## config.mk

```make
export PLATFORM = sky130hd
export DESIGN_NAME = alu_lockstep_seq_flat
export DESIGN_NICKNAME = d
export VERILOG_FILES = /design/src/rtl/alu_lockstep_seq_if.sv /design/src/rtl/alu_lockstep_seq.sv /design/src/flat_wrapper.sv
export SDC_FILE = /design/constraint.sdc
export NUM_CORES = 1
export LEC_CHECK = 0
export CAP_MARGIN = 20
export CORE_MARGIN = 5
export CORE_UTILIZATION = 43
export CTS_CLUSTER_SIZE = 16
export DETAILED_ROUTE_END_ITERATION = 8
export HOLD_SLACK_MARGIN = 0.08
export PLACE_DENSITY_LB_ADDON = 0.2
export SKIP_CTS_REPAIR_TIMING = 1
export SLEW_MARGIN = 15
export SYNTH_ARGS = -nofsm -noshare
export SYNTH_HDL_FRONTEND = slang
export SYNTH_SLANG_ARGS = --single-unit
```

## constraint.sdc

```tcl
create_clock -name wb_clk_i -period 7.1 [get_ports wb_clk_i]
set_input_delay 1.42 -clock wb_clk_i [delete_from_list [all_inputs] [get_ports wb_clk_i]]
set_output_delay 1.42 -clock wb_clk_i [all_outputs]
set_load 0.03 [all_outputs]
```

## src/rtl/alu_lockstep_seq_if.sv

```systemverilog
// Lane-side bus between the lockstep self-test sequencer and the dual ALU pair.
// The sequencer drives identical operands/selects to both lanes and reads
// back the result XOR vector and the carry-compare bit.
interface alu_lockstep_seq_if;
  logic [3:0] a0_o;
  logic [3:0] b0_o;
  logic [3:0] a1_o;
  logic [3:0] b1_o;
  logic [1:0] sel1_o;
  logic [1:0] sel2_o;
  logic [3:0] x_i;
  logic       y_i;

  modport master (
    output a0_o, b0_o, a1_o, b1_o, sel1_o, sel2_o,
    input  x_i, y_i
  );

  modport slave (
    input  a0_o, b0_o, a1_o, b1_o, sel1_o, sel2_o,
    output x_i, y_i
  );
endinterface

```

## src/rtl/alu_lockstep_seq.sv

```systemverilog
// Self-test sequencer and checker for the dual 4-bit ALU lockstep pair.
// An LFSR generates operand/select vectors that are issued to both lanes.
// After the ALU latency the comparator outputs are checked. Mismatches are
// counted, and the first failing vector is captured.
// Optional build macro FAULT_INJECT_EN adds inject_i/inject_idx_i. When the
// macro is set, bit 0 of lane 1's b operand is flipped at one chosen vector
// index, so the checker path can be demonstrated on a healthy ALU pair.
module alu_lockstep_seq #(
  parameter int          ALU_LAT   = 1,
  parameter int          VEC_W     = 8,
  parameter logic [15:0] LFSR_SEED = 16'hACE1
) (
  input  logic             wb_clk_i,
  input  logic             wb_rst_i,
  input  logic             start_i,
  input  logic             abort_i,
  input  logic             stop_on_fail_i,
  input  logic [VEC_W-1:0] vec_count_i,
`ifdef FAULT_INJECT_EN
  input  logic             inject_i,
  input  logic [VEC_W-1:0] inject_idx_i,
`endif
  alu_lockstep_seq_if.master alu,
  output logic             busy_o,
  output logic             done_o,
  output logic             fail_o,
  output logic [7:0]       err_cnt_o,
  output logic [9:0]       fail_vec_o,
  output logic [VEC_W-1:0] fail_idx_o
);

  typedef enum logic [2:0] {
    S_IDLE,
    S_ISSUE,
    S_WAIT,
    S_CHECK,
    S_DONE,
    S_HALT
  } state_t;

  localparam logic [2:0]       WAIT_LAST = 3'((ALU_LAT >= 2) ? (ALU_LAT - 2) : 0);
  localparam logic [VEC_W-1:0] IDX_ONE   = VEC_W'(1);

  state_t           state;
  state_t           next_state;
  logic             enter_done;
  logic [15:0]      lfsr_q;
  logic [15:0]      lfsr_next;
  logic [VEC_W-1:0] count_q;
  logic [VEC_W-1:0] index_q;
  logic [2:0]       wait_q;
  logic [3:0]       a_q;
  logic [3:0]       b_q;
  logic [3:0]       b1_q;
  logic [1:0]       sel_q;
  logic [7:0]       err_cnt_q;
  logic             fail_q;
  logic [9:0]       fail_vec_q;
  logic [VEC_W-1:0] fail_idx_q;
  logic             done_q;
  logic             mismatch;
  logic             last_vec;
  logic             inject_hit;

  assign lfsr_next = {lfsr_q[14:0], lfsr_q[15] ^ lfsr_q[13] ^ lfsr_q[12] ^ lfsr_q[10]};
  assign mismatch  = (alu.x_i != 4'd0) | alu.y_i;
  assign last_vec  = (index_q == (count_q - IDX_ONE));

`ifdef FAULT_INJECT_EN
  logic             inject_q;
  logic [VEC_W-1:0] inject_idx_q;

  // Latch the injection request with the run parameters at start.
  always_ff @(posedge wb_clk_i or posedge wb_rst_i) begin
    if (wb_rst_i) begin
      inject_q     <= 1'b0;
      inject_idx_q <= '0;
    end else if (!abort_i && start_i &&
                 (state == S_IDLE || state == S_DONE || state == S_HALT)) begin
      inject_q     <= inject_i;
      inject_idx_q <= inject_idx_i;
    end
  end

  assign inject_hit = inject_q && (index_q == inject_idx_q);
`else
  assign inject_hit = 1'b0;
`endif

  // State register.
  always_ff @(posedge wb_clk_i or posedge wb_rst_i) begin
    if (wb_rst_i) state <= S_IDLE;
    else          state <= next_state;
  end

  // Next-state logic; abort overrides everything, start is only honoured when idle.
  always_comb begin
    next_state = state;
    enter_done = 1'b0;
    if (abort_i) begin
      next_state = S_IDLE;
    end else begin
      unique case (state)
        S_IDLE, S_DONE, S_HALT: begin
          if (start_i) begin
            if (vec_count_i == '0) begin
              next_state = S_DONE;
              enter_done = 1'b1;
            end else begin
              next_state = S_ISSUE;
            end
          end
        end
        S_ISSUE: next_state = (ALU_LAT == 1) ? S_CHECK : S_WAIT;
        S_WAIT:  if (wait_q == WAIT_LAST) next_state = S_CHECK;
        S_CHECK: begin
          if (mismatch && stop_on_fail_i) begin
            next_state = S_HALT;
          end else if (last_vec) begin
            next_state = S_DONE;
            enter_done = 1'b1;
          end else begin
            next_state = S_ISSUE;
          end
        end
        default: next_state = S_IDLE;
      endcase
    end
  end

  // Run datapath: vector generation, operand registers, latency counter and result capture.
  always_ff @(posedge wb_clk_i or posedge wb_rst_i) begin
    if (wb_rst_i) begin
      lfsr_q     <= LFSR_SEED;
      count_q    <= '0;
      index_q    <= '0;
      wait_q     <= '0;
      a_q        <= '0;
      b_q        <= '0;
      b1_q       <= '0;
      sel_q      <= '0;
      err_cnt_q  <= '0;
      fail_q     <= 1'b0;
      fail_vec_q <= '0;
      fail_idx_q <= '0;
      done_q     <= 1'b0;
    end else begin
      done_q <= enter_done;
      if (!abort_i) begin
        unique case (state)
          S_IDLE, S_DONE, S_HALT: begin
            if (start_i) begin
              count_q    <= vec_count_i;
              index_q    <= '0;
              lfsr_q     <= LFSR_SEED;
              err_cnt_q  <= '0;
              fail_q     <= 1'b0;
              fail_vec_q <= '0;
              fail_idx_q <= '0;
            end
          end
          S_ISSUE: begin
            sel_q  <= lfsr_q[9:8];
            a_q    <= lfsr_q[7:4];
            b_q    <= lfsr_q[3:0];
            b1_q   <= lfsr_q[3:0] ^ {3'b000, inject_hit};
            lfsr_q <= lfsr_next;
            wait_q <= '0;
          end
          S_WAIT: wait_q <= wait_q + 3'd1;
          S_CHECK: begin
            if (mismatch) begin
              if (err_cnt_q != 8'hFF) err_cnt_q <= err_cnt_q + 8'd1;
              fail_q <= 1'b1;
              if (!fail_q) begin
                fail_vec_q <= {sel_q, a_q, b_q};
                fail_idx_q <= index_q;
              end
            end
            if (next_state == S_ISSUE) index_q <= index_q + IDX_ONE;
          end
          default: ;
        endcase
      end
    end
  end

  assign alu.a0_o   = a_q;
  assign alu.a1_o   = a_q;
  assign alu.b0_o   = b_q;
  assign alu.b1_o   = b1_q;
  assign alu.sel1_o = sel_q;
  assign alu.sel2_o = sel_q;

  assign busy_o     = (state == S_ISSUE) || (state == S_WAIT) || (state == S_CHECK);
  assign done_o     = done_q;
  assign fail_o     = fail_q;
  assign err_cnt_o  = err_cnt_q;
  assign fail_vec_o = fail_vec_q;
  assign fail_idx_o = fail_idx_q;

endmodule

```

## src/flat_wrapper.sv

```systemverilog
// flat-port wrapper written by rule: the top's interface ports become plain ports
module alu_lockstep_seq_flat 
#(
  parameter int          ALU_LAT   = 1,
  parameter int          VEC_W     = 8,
  parameter logic [15:0] LFSR_SEED = 16'hACE1
)
  (wb_clk_i, wb_rst_i, start_i, abort_i, stop_on_fail_i, vec_count_i, busy_o, done_o, fail_o, err_cnt_o, fail_vec_o, fail_idx_o, alu_a0_o, alu_b0_o, alu_a1_o, alu_b1_o, alu_sel1_o, alu_sel2_o, alu_x_i, alu_y_i);
  alu_lockstep_seq_if alu_i ();
  input  logic wb_clk_i;
  input  logic wb_rst_i;
  input  logic start_i;
  input  logic abort_i;
  input  logic stop_on_fail_i;
  input  logic [VEC_W-1:0] vec_count_i;
  output logic busy_o;
  output logic done_o;
  output logic fail_o;
  output logic [7:0] err_cnt_o;
  output logic [9:0] fail_vec_o;
  output logic [VEC_W-1:0] fail_idx_o;
  output wire logic [$bits(alu_i.a0_o)-1:0] alu_a0_o;
  output wire logic [$bits(alu_i.b0_o)-1:0] alu_b0_o;
  output wire logic [$bits(alu_i.a1_o)-1:0] alu_a1_o;
  output wire logic [$bits(alu_i.b1_o)-1:0] alu_b1_o;
  output wire logic [$bits(alu_i.sel1_o)-1:0] alu_sel1_o;
  output wire logic [$bits(alu_i.sel2_o)-1:0] alu_sel2_o;
  input wire logic [$bits(alu_i.x_i)-1:0] alu_x_i;
  input wire logic [$bits(alu_i.y_i)-1:0] alu_y_i;
  assign alu_a0_o = alu_i.a0_o;
  assign alu_b0_o = alu_i.b0_o;
  assign alu_a1_o = alu_i.a1_o;
  assign alu_b1_o = alu_i.b1_o;
  assign alu_sel1_o = alu_i.sel1_o;
  assign alu_sel2_o = alu_i.sel2_o;
  assign alu_i.x_i = alu_x_i;
  assign alu_i.y_i = alu_y_i;
  alu_lockstep_seq #(.ALU_LAT(ALU_LAT), .VEC_W(VEC_W), .LFSR_SEED(LFSR_SEED)) u_core (.wb_clk_i(wb_clk_i), .wb_rst_i(wb_rst_i), .start_i(start_i), .abort_i(abort_i), .stop_on_fail_i(stop_on_fail_i), .vec_count_i(vec_count_i), .alu(alu_i), .busy_o(busy_o), .done_o(done_o), .fail_o(fail_o), .err_cnt_o(err_cnt_o), .fail_vec_o(fail_vec_o), .fail_idx_o(fail_idx_o));
endmodule
```

==> flow_summary_export.csv <==
group,metric,value,unit
outcome,outcome,"completed",
min_path,min-delay-path-class,"register to register",
sta,tightest_slew,0.953,ns
sta,hold_violations,0,
global_route,first_global_vias,2758,
clocking,root_buffer,"clkbuf_8",
floorplanning,dieArea,10700,um2
global_route,antenna_found_initial,0,
synth,ys_seq_area_share,51.0,%
final_layout,num_antenna_cells,0,
clocking,cts_tree,"done",
setup_path,cp-startpoint,"alu_x_i[0]",
final_layout,drive_above_1_share,9.56,%
route,drc,0,
synth,synth_area,3750,um2
setup_path,end_kind,"register",
route,antenna_left,0,
floorplanning,die_h,103,um
clocking,clk_pin_slew,0.09,ns
synth,syn_area_per_cell,9.99,um2
global_route,grt_max_degree,77,
placement,place.gp.congestion,0.864,
route,drt_iter0_drc,117,
global_route,grt_pass1_wl,14100,um
setup_path,r2r_slack,4.43,ns
final_layout,post-route-cell-area,4590,um2
floorplanning,core.rowCount,34,
route,drt-wirelength-per-cell,15.9,um
clocking,cts_num_sinks,76,
setup_path,endpoint,"u_core.fail_vec_o[6]",
synth,ys_top_cells_by_count,"84 x nand2_1, 68 x dfrtp_1, 26 x a22o_1",
final_layout,final-seq-area,1910,um2
sta,setup_viol_count_final,0,
final_layout,utilization,53.4,%
clocking,cts_buffer_depth,2,
setup_path,r2r-end,"u_core.fail_vec_o[6]",
sta,relSlewSlack,36.5,%
sta,rsz0062_at_grt,"no",
synth,synth_top_cell_by_area,"dfrtp_1",
sta,slew_violations,0,
route,vias_per_cell,5.34,
setup_path,rr_startpoint,"u_core.state[0]",
synth,synth_warnings,0,
setup_path,crit_fanout,18,
synth,netlist_top_cells_area,"dfrtp_1 45%, nand2_1 8.4%, a22o_1 6.1%",
global_route,gr-usage-all-layers,16.8,%
synth,synth_async_sr_flop_share,100,%
setup_path,arrival,3.97,ns
synth,synth_edf_count,0,
clocking,clock_latency,0.35,ns
route,vias,2865,
placement,port_buffers,66,
synth,synthDominantCellAreaShare,45.4,%
floorplanning,io_pins,67,
sta,final.setup.tns,0,ns
synth,syn_inst,375,
final_layout,multi_input_area,1650,um2
setup_path,reg2regPathDepth,5,
sta,fmax,0.271,GHz
floorplanning,die_x,103,um
sta,clock_skew,0.0137,ns
synth,yosysMostFrequentCell,"nand2_1",
power_and_ir_drop,p_total,1.56,mW
clocking,h-tree-depth,3,
synth,ys_types,51,
final_layout,area_growth,22.6,%
placement,placedInstanceArea,4390,um2
sta,layout_min_cycle_time,3.69,ns
synth,ys_ff_latch,76,
floorplanning,start_util,43.6,%
clocking,cts_buffers,9,
power_and_ir_drop,p_leak,1.99,nW
final_layout,fin_nets,447,
floorplanning,core-area,8590,um2
power_and_ir_drop,power.density,340,nW/um2
global_route,grt.overflow.total,0,
route,drt_first_pass_iters,4,
synth,synth_top_flop_cell,"dfrtp_1",
job,drv_cap,0,
setup_path,path_class,"input pin to register",
placement,hpwl,6060,um
power_and_ir_drop,peakVddDrop,0.000179,V
setup_path,crit_required,7.38,ns
route,drt_wl_total,8540,um
final_layout,fill_cells,781,
synth,synth_nets,398,
sta,final.period_utilization,51.9,%
setup_path,start_kind,"input pin",
[where the power goes]
part,switching [mW],total [mW],internal (mW)
logic,0.323,0.562,0.239
clock network,0.168,0.332,0.164
registers,0.121,0.666,0.545
[worst max-delay path, cell delays in order]
cell and delay [ns]:
clkdlybuf4s50_1 0.40, or4_4 0.56, o211ai_1 0.17, a21o_1 0.40, nor2_1 0.10, nor2_2 0.66, a22o_1 0.26
[stage by stage]
step	worst slack, ns	hold slack (ns)	cells
final	3.41	0.504	537
after global routing	3.26	0.523	537
after CTS	3.39	0.508	536
after detailed placement	3.02	0.487	520
after global placement	3.15	0.480	520
after floorplan	3.75	0.458	375
[cell families after synthesis]
logic type | count (synthesis) | share of synthesized area [%]
fa+ha+maj | 5 | 1.67
simple gates | 156 | 19.8
mux | 9 | 2.44
compound gates | 74 | 15.8
flops | 76 | 51.0
xor+xnor | 18 | 4.21
buf+inv | 37 | 5.04
[how the worst min path moves through the flow]
stage,start,endpoint,slack [ns],depth (start not counted)
4_1_cts,u_core.lfsr_q[5],u_core.alu.a0_o[1],0.51,2
6_report,u_core.lfsr_q[5],u_core.alu.a0_o[1],0.50,2
3_5_place_dp,u_core.lfsr_q[0],u_core.alu.b1_o[0],0.49,2
2_1_floorplan,u_core.lfsr_q[3],u_core.alu.b1_o[3],0.46,2
5_1_grt,u_core.lfsr_q[0],u_core.alu.b1_o[0],0.52,2
3_3_place_gp,u_core.wait_q[2],u_core.wait_q[2],0.48,2
[per-layer routing]
metal,track usage [%],vias up,part of all wire (%)
li1,-,1396,-
met1,23.9,1397,47
met2,25.9,63,47
met3,3.42,9,4.6
met4,5.38,0,1.2
met5,0,-,0
[area by class of cell]
| class | instances | area share (%) |
|---|---|---|
| sequential | 76 | 41.6 |
| multi-input combinational | 262 | 35.8 |
| timing repair buffer | 68 | 14.7 |
| tap | 108 | 2.94 |
| clock buffer | 9 | 2.70 |
| clock inverter | 7 | 1.61 |
| inverter | 7 | 0.572 |
[placed cells by master, fill, tap and decap left out, drive strengths merged, types with 3 or more instances in the layout]
master	Yosys	routed
nor2	21	21
a21oi	7	7
nand3	8	8
a2111oi	4	4
nand2b	6	6
clkdlybuf4s50	0	66
xor2	5	5
nor4	8	8
o21ai	11	11
o22a	7	7
nand2	85	85
dfstp	8	8
nand4	6	6
a21o	3	3
xnor2	13	13
clkbuf	11	9
a22o	26	26
nor3	6	6
inv	7	9
ha	5	5
mux2i	8	8
o21a	3	3
nor2b	6	6
dfrtp	68	68
clkinv	0	3
o211ai	4	4
[sequential cells by signal, summed over array words and instances, names as in the netlist]
| name | count |
|---|---|
| u_core.err_cnt_o | 8 |
| u_core.state | 3 |
| u_core.fail_idx_o | 8 |
| u_core.index_q | 8 |
| u_core.wait_q | 3 |
| u_core.count_q | 8 |
| u_core.alu.b1_o | 4 |
| u_core.fail_o | 1 |
| u_core.alu.sel1_o | 2 |
| u_core.done_o | 1 |
| u_core.lfsr_q | 16 |
| u_core.fail_vec_o | 10 |
| u_core.alu.a0_o | 4 |
(Power assumes the default switching activity.)
